==> src/rtl/stim_bit_sequencer_pkg.sv <==
// Shared definitions for the stimulus bit sequencer: FSM state encoding and
// the width helper used to size counters and indices.
package stim_bit_sequencer_pkg;

    typedef enum logic [0:0] {
        ST_IDLE = 1'b0,
        ST_PLAY = 1'b1
    } seq_state_e;

    // Smallest width able to index 'value' distinct items (0 for value <= 1).
    function automatic int stim_clog2(input int value);
        int w;
        w = 32'sd0;
        while ((32'sd1 << w) < value) begin
            w = w + 32'sd1;
        end
        return w;
    endfunction

endpackage

==> src/rtl/stim_bit_sequencer_if.sv <==
// Control/stimulus bundle between a test controller (master) and the
// sequencer (slave), which drives the inverter input from bit_out.
interface stim_bit_sequencer_if
    import stim_bit_sequencer_pkg::*;
#(
    parameter int PATTERN_LEN = 12,
    parameter int IDX_W       = stim_clog2(PATTERN_LEN)
);
    logic                   start;
    logic                   stop;
    logic [PATTERN_LEN-1:0] pattern_in;
    logic                   repeat_en;
    logic                   idle_level;
    logic                   bit_out;
    logic                   bit_valid;
    logic [IDX_W-1:0]       bit_index;
    logic                   busy;
    logic                   done;

    modport master (
        output start, stop, pattern_in, repeat_en, idle_level,
        input  bit_out, bit_valid, bit_index, busy, done
    );

    modport slave (
        input  start, stop, pattern_in, repeat_en, idle_level,
        output bit_out, bit_valid, bit_index, busy, done
    );

endinterface

==> src/rtl/stim_hold_timer.sv <==
// Load/enable down-counter that times how long each pattern bit is held;
// tc flags the last clock of the hold window.
module stim_hold_timer
    import stim_bit_sequencer_pkg::*;
#(
    parameter int  HOLD_CYCLES = 10,
    localparam int CNT_W       = stim_clog2(HOLD_CYCLES + 1)
) (
    input  logic clk,
    input  logic rst_n,
    input  logic load,
    input  logic en,
    output logic tc
);

    logic [CNT_W-1:0] cnt_r;

    // Hold counter: reload on each new bit, count down while enabled, rest at zero.
    always_ff @(posedge clk or negedge rst_n) begin
        if (!rst_n) begin
            cnt_r <= {CNT_W{1'b0}};
        end else if (load) begin
            cnt_r <= CNT_W'(HOLD_CYCLES - 1);
        end else if (en && (cnt_r != {CNT_W{1'b0}})) begin
            cnt_r <= cnt_r - CNT_W'(1);
        end else begin
            cnt_r <= cnt_r;
        end
    end

    assign tc = (cnt_r == {CNT_W{1'b0}});

endmodule

==> src/rtl/stim_bit_sequencer.sv <==
// Plays a captured bit pattern onto bit_out, one bit per HOLD_CYCLES clocks,
// in single-shot or looping mode. All outputs come straight from flops.
module stim_bit_sequencer
    import stim_bit_sequencer_pkg::*;
#(
    parameter int PATTERN_LEN = 12,
    parameter int HOLD_CYCLES = 10,
    parameter int IDX_W       = stim_clog2(PATTERN_LEN)
) (
    input  logic                 clk,
    input  logic                 rst_n,
    stim_bit_sequencer_if.slave  bus
);

    localparam logic [IDX_W-1:0] LAST_IDX = IDX_W'(PATTERN_LEN - 1);

    seq_state_e             state_r, state_s;
    logic [PATTERN_LEN-1:0] pat_r, pat_s;
    logic                   rep_r, rep_s;
    logic                   idle_r, idle_s;
    logic                   bit_out_r, bit_out_s;
    logic                   valid_r, valid_s;
    logic [IDX_W-1:0]       idx_r, idx_s;
    logic                   busy_r, busy_s;
    logic                   done_r, done_s;
    logic                   load_s, en_s, tc_s;

    stim_hold_timer #(
        .HOLD_CYCLES (HOLD_CYCLES)
    ) u_hold_timer (
        .clk   (clk),
        .rst_n (rst_n),
        .load  (load_s),
        .en    (en_s),
        .tc    (tc_s)
    );

    // Next-state and next-output logic; the next bit is precomputed so bit_out stays a flop.
    always_comb begin
        state_s   = state_r;
        pat_s     = pat_r;
        rep_s     = rep_r;
        idle_s    = idle_r;
        bit_out_s = bit_out_r;
        valid_s   = valid_r;
        idx_s     = idx_r;
        busy_s    = busy_r;
        done_s    = 1'b0;
        load_s    = 1'b0;
        en_s      = 1'b0;
        case (state_r)
            ST_IDLE: begin
                if (bus.start) begin
                    state_s   = ST_PLAY;
                    pat_s     = bus.pattern_in;
                    rep_s     = bus.repeat_en;
                    idle_s    = bus.idle_level;
                    bit_out_s = bus.pattern_in[0];
                    valid_s   = 1'b1;
                    idx_s     = {IDX_W{1'b0}};
                    busy_s    = 1'b1;
                    load_s    = 1'b1;
                end else begin
                    state_s = ST_IDLE;
                end
            end
            ST_PLAY: begin
                // Abort wins over everything else, including a concurrent start.
                if (bus.stop) begin
                    state_s   = ST_IDLE;
                    bit_out_s = idle_r;
                    valid_s   = 1'b0;
                    idx_s     = {IDX_W{1'b0}};
                    busy_s    = 1'b0;
                end else if (tc_s) begin
                    if (idx_r == LAST_IDX) begin
                        if (rep_r) begin
                            idx_s     = {IDX_W{1'b0}};
                            bit_out_s = pat_r[0];
                            load_s    = 1'b1;
                        end else begin
                            state_s   = ST_IDLE;
                            bit_out_s = idle_r;
                            valid_s   = 1'b0;
                            idx_s     = {IDX_W{1'b0}};
                            busy_s    = 1'b0;
                            done_s    = 1'b1;
                        end
                    end else begin
                        idx_s     = idx_r + IDX_W'(1);
                        bit_out_s = pat_r[idx_s];
                        load_s    = 1'b1;
                    end
                end else begin
                    en_s = 1'b1;
                end
            end
            default: begin
                state_s   = ST_IDLE;
                bit_out_s = idle_r;
                valid_s   = 1'b0;
                idx_s     = {IDX_W{1'b0}};
                busy_s    = 1'b0;
            end
        endcase
    end

    // State, captured configuration and output registers.
    always_ff @(posedge clk or negedge rst_n) begin
        if (!rst_n) begin
            state_r   <= ST_IDLE;
            pat_r     <= {PATTERN_LEN{1'b0}};
            rep_r     <= 1'b0;
            idle_r    <= 1'b0;
            bit_out_r <= 1'b0;
            valid_r   <= 1'b0;
            idx_r     <= {IDX_W{1'b0}};
            busy_r    <= 1'b0;
            done_r    <= 1'b0;
        end else begin
            state_r   <= state_s;
            pat_r     <= pat_s;
            rep_r     <= rep_s;
            idle_r    <= idle_s;
            bit_out_r <= bit_out_s;
            valid_r   <= valid_s;
            idx_r     <= idx_s;
            busy_r    <= busy_s;
            done_r    <= done_s;
        end
    end

    assign bus.bit_out   = bit_out_r;
    assign bus.bit_valid = valid_r;
    assign bus.bit_index = idx_r;
    assign bus.busy      = busy_r;
    assign bus.done      = done_r;

endmodule

==> src/flat_wrapper.sv <==
// flat-port wrapper written by rule: the top's interface ports become plain ports
module stim_bit_sequencer_flat import stim_bit_sequencer_pkg::*;
#(
    parameter int PATTERN_LEN = 12,
    parameter int HOLD_CYCLES = 10,
    parameter int IDX_W       = stim_clog2(PATTERN_LEN)
)
  (clk, rst_n, bus_start, bus_stop, bus_pattern_in, bus_repeat_en, bus_idle_level, bus_bit_out, bus_bit_valid, bus_bit_index, bus_busy, bus_done);
  stim_bit_sequencer_if #(.PATTERN_LEN(PATTERN_LEN), .IDX_W(IDX_W)) bus_i ();
  input  logic clk;
  input  logic rst_n;
  input wire logic [$bits(bus_i.start)-1:0] bus_start;
  input wire logic [$bits(bus_i.stop)-1:0] bus_stop;
  input wire logic [$bits(bus_i.pattern_in)-1:0] bus_pattern_in;
  input wire logic [$bits(bus_i.repeat_en)-1:0] bus_repeat_en;
  input wire logic [$bits(bus_i.idle_level)-1:0] bus_idle_level;
  output wire logic [$bits(bus_i.bit_out)-1:0] bus_bit_out;
  output wire logic [$bits(bus_i.bit_valid)-1:0] bus_bit_valid;
  output wire logic [$bits(bus_i.bit_index)-1:0] bus_bit_index;
  output wire logic [$bits(bus_i.busy)-1:0] bus_busy;
  output wire logic [$bits(bus_i.done)-1:0] bus_done;
  assign bus_i.start = bus_start;
  assign bus_i.stop = bus_stop;
  assign bus_i.pattern_in = bus_pattern_in;
  assign bus_i.repeat_en = bus_repeat_en;
  assign bus_i.idle_level = bus_idle_level;
  assign bus_bit_out = bus_i.bit_out;
  assign bus_bit_valid = bus_i.bit_valid;
  assign bus_bit_index = bus_i.bit_index;
  assign bus_busy = bus_i.busy;
  assign bus_done = bus_i.done;
  stim_bit_sequencer #(.PATTERN_LEN(PATTERN_LEN), .HOLD_CYCLES(HOLD_CYCLES), .IDX_W(IDX_W)) u_core (.clk(clk), .rst_n(rst_n), .bus(bus_i));
endmodule
==> config.mk <==
export PLATFORM = sky130hd
export DESIGN_NAME = stim_bit_sequencer_flat
export DESIGN_NICKNAME = d
export VERILOG_FILES = /design/src/rtl/stim_bit_sequencer_pkg.sv /design/src/rtl/stim_bit_sequencer_if.sv /design/src/rtl/stim_hold_timer.sv /design/src/rtl/stim_bit_sequencer.sv /design/src/flat_wrapper.sv
export SDC_FILE = /design/constraint.sdc
export NUM_CORES = 1
export LEC_CHECK = 0
export ABC_AREA = 0
export CORE_ASPECT_RATIO = 1.2
export CORE_MARGIN = 5
export CORE_UTILIZATION = 49
export DETAILED_ROUTE_END_ITERATION = 16
export PLACE_DENSITY = 0.75
export SLEW_MARGIN = 30
export SYNTH_ARGS = -nofsm -noshare
export SYNTH_HDL_FRONTEND = slang
export SYNTH_SLANG_ARGS = --single-unit
==> constraint.sdc <==
create_clock -name clk -period 2.2 [get_ports clk]
set_input_delay 0.44 -clock clk [delete_from_list [all_inputs] [get_ports clk]]
set_output_delay 0.44 -clock clk [all_outputs]
set_load 0.01 [all_outputs]
==> flow_metrics.env <==
export IMPL_p_sw_uw=344
export IMPL_grt_pass1_wl_um=4400
export IMPL_syn_nets=123
export IMPL_slew_headroom_pct=69.5
export IMPL_netlist_area_leader_share_pct=52.2
export IMPL_grt_max_degree=27
export IMPL_place_congestion=0.844
export IMPL_cts_buffers=3
export IMPL_stdcell_count=165
export IMPL_drc=0
export IMPL_insertion_delay_ps=320
export IMPL_met3_length_um=149
export IMPL_ys_seq_area_share_pct=52.2
export IMPL_synthTopCellsByArea="dfrtp_1 (52%), mux2_2 (13%), mux4_2 (5.4%)"
export IMPL_finalClockSkew_ps=10.2
export IMPL_ys_top_cells_by_count="dfrtp_1 (26), mux2_2 (14), nand2_1 (7), o21ai_0 (7), nor2_1 (4)"
export IMPL_groute_usage_overall_pct=15.0
export IMPL_power_internal_uw=884
export IMPL_start_util_pct=49.8
export IMPL_clk_pin_slew_ps=140
export IMPL_worstPathArrival_ps=2240
export IMPL_period_needed_ps=2020
export IMPL_crit_type="register to register"
export IMPL_pre_cts_ws_ps=200
export IMPL_syn_avg_cell_area_sq_um=12.1
export IMPL_syn_inst=103
export IMPL_area_growth_pct=27.1
export IMPL_synth_warnings=0
export IMPL_pwr_share_comb_pct=27.7
export IMPL_highest_layer="met4"
export IMPL_synthArstFlopShare_pct=100
export IMPL_clkPwrFrac_pct=19.2
export IMPL_fin_ws_ps=183
export IMPL_power_density_nw_per_um2=775
export IMPL_place_inst=161
export IMPL_end_kind="register"
export IMPL_fin_hold_ws_ps=475
export IMPL_dr_wl_met2_um=1230
export IMPL_fin_crit_sh_pct=91.7
export IMPL_postCtsSetupBuffers=0
export IMPL_finalHoldViolCount=0
export IMPL_ctsHoldBuffers=0
export IMPL_grt_pass1_vias=991
export IMPL_final_nets=153
export IMPL_final_antenna_net_count=0
export IMPL_ioPinCount=26
export IMPL_numClockSinks=26
export IMPL_holdCritPathClass="primary input to async pin"
export IMPL_grt_overflow=0
export IMPL_hpwl_um=1840
export IMPL_clock_fmax_mhz=496
export IMPL_die_area_sq_um=3660
export IMPL_synth_edff_count=0
export IMPL_tightest_slew_ps=454
export IMPL_cts_tree="built"
export IMPL_vdd_drop_max_uv=466
export IMPL_die_w_um=56.1
export IMPL_syn_area_sq_um=1250
export IMPL_slew_viol_final=0
export IMPL_row_count=20
export IMPL_cap_violations=0
export IMPL_yosysMostFrequentCell="dfrtp_1"
export IMPL_outcome="completed"
export IMPL_synth_seq_cells=26
export IMPL_cts_root_buf="clkbuf_4"
export IMPL_avgViaCountPerCell=5.39
export IMPL_num_vias=889
export IMPL_tns_ps=0
export IMPL_yosys_area_top_type="dfrtp_1"
export IMPL_wl_per_cell_um=14.5
export IMPL_io_buffers=25
export IMPL_wl_met1_um=994
export IMPL_antenna_found_initial=0
export IMPL_path_max_fanout=5
export IMPL_rrSetupSlack_ps=180
export IMPL_start_kind="register"
export IMPL_firstDrtPassIters=4
export IMPL_seq_power_share_pct=53.1
export IMPL_grt_setup_unrepaired="false"
export IMPL_yosysUniqueCellTypes=33
export IMPL_p_leak_uw=0.000643
export IMPL_core_area_sq_um=2500
export IMPL_required_ps=2420
export IMPL_die_h_um=65.3
export IMPL_drt_wl_total_um=2390
export IMPL_setup_viol=0
export IMPL_drtIter0Drc=20
export IMPL_cts_max_path_buffers=2
export IMPL_synth_flop_cell="dfrtp_1"
export IMPL_drive_above_1_share_pct=20.5
export IMPL_switching_share_pct=28.0
export IMPL_ctsResizeCount=0
export IMPL_cts_htree_levels=1
export IMPL_diodes=0
[placed cells by master, fill, tap and decap left out]
| master | count |
|---|---|
| a311oi_1 | 1 |
| o21ai_1 | 2 |
| nor3_1 | 1 |
| dfrtp_1 | 26 |
| o22a_1 | 2 |
| a21oi_1 | 2 |
| nor3b_1 | 1 |
| a31oi_1 | 1 |
| or3_4 | 1 |
| xnor2_1 | 2 |
| clkdlybuf4s50_1 | 25 |
| and2b_1 | 1 |
| a21o_1 | 1 |
| nor2_1 | 4 |
| nand3b_1 | 2 |
| a211oi_1 | 1 |
| a32o_1 | 1 |
| mux2_2 | 14 |
| or4b_1 | 1 |
| nand2_1 | 7 |
| xor2_1 | 1 |
| clkbuf_4 | 3 |
| clkbuf_8 | 1 |
| or3b_4 | 1 |
| nor2b_1 | 3 |
| ha_1 | 2 |
| o22ai_1 | 1 |
| nand3_1 | 3 |
| o31ai_1 | 2 |
| buf_4 | 4 |
| mux4_2 | 3 |
| nand2b_1 | 2 |
| inv_1 | 3 |
| o21ai_0 | 7 |
[path summary, 6_finish.rpt]
| check | start | to | cells after the start |
|---|---|---|---|
| max | u_core.u_hold_timer.cnt_r[0] | u_core.u_hold_timer.cnt_r[3] | 6 |
| min | rst_n | u_core.bus.bit_out | 2 |
| max reg2reg | u_core.u_hold_timer.cnt_r[0] | u_core.u_hold_timer.cnt_r[3] | 6 |
| min reg2reg | u_core.pat_r[5] | u_core.pat_r[5] | 1 |
| max in group asynchronous | rst_n | u_core.pat_r[9] | 2 |
| min in group clk | u_core.pat_r[5] | u_core.pat_r[5] | 1 |
[flip-flops by register name, summed over array words and instances, names as in the netlist]
signal and flops:
u_core.bus.bit_index 4, u_core.bus.bit_out 1, u_core.bus.bit_valid 1, u_core.bus.done 1, u_core.idle_r 1, u_core.pat_r 12, u_core.rep_r 1, u_core.state_r 1
u_core.u_hold_timer.cnt_r 4
[area by class of cell]
class,count,area [sq um]
Clock buffer,4,36.3
Fill cell,222,917
Inverter,3,11.3
Multi-Input combinational cell,70,566
Sequential cell,26,651
Tap cell,33,41.3
Timing Repair Buffer,29,280
[cell families after synthesis]
group / count (synthesis) / share of synthesized area [%]
DFF: 26 / 52.2
AOI/OAI and AO/OA: 21 / 10.7
adders and majority gates: 2 / 2.01
xor gates and xnor gates: 3 / 2.11
buffers and inverters: 7 / 2.51
and+or+nand+nor: 27 / 12.4
muxes: 17 / 18.1
[layer usage]
layer / vias up / GRT usage [%]
met5: - / 0
met4: 0 / 4.45
met3: 2 / 3.14
met2: 26 / 27.5
met1: 428 / 17.5
li1: 433 / -
[per-stage QoR]
step	area, sq um	total power (uW)	util [%]
4_1_cts	1590	1250	63.3
3_5_place_dp	1550	1010	61.9
5_1_grt	1590	1310	63.3
2_1_floorplan	1250	877	-
6_report	1590	1230	63.3
3_3_place_gp	1550	993	61.9
[worst max-delay path, stage by stage (launching register included)]
cell and delay [ps]:
dfrtp_1 430, inv_1 70, ha_1 170, or3b_4 420, or3_4 390, a21o_1 220, o22a_1 210
[power groups by stage]
stage	Sequential (uW)	Clock, uW	Combinational [uW]
4_1_cts	655	247	346
3_5_place_dp	666	0	345
5_1_grt	669	261	382
2_1_floorplan	645	0	232
6_report	652	236	340
3_3_place_gp	658	0	335
Power figures use the tool's default switching activity.
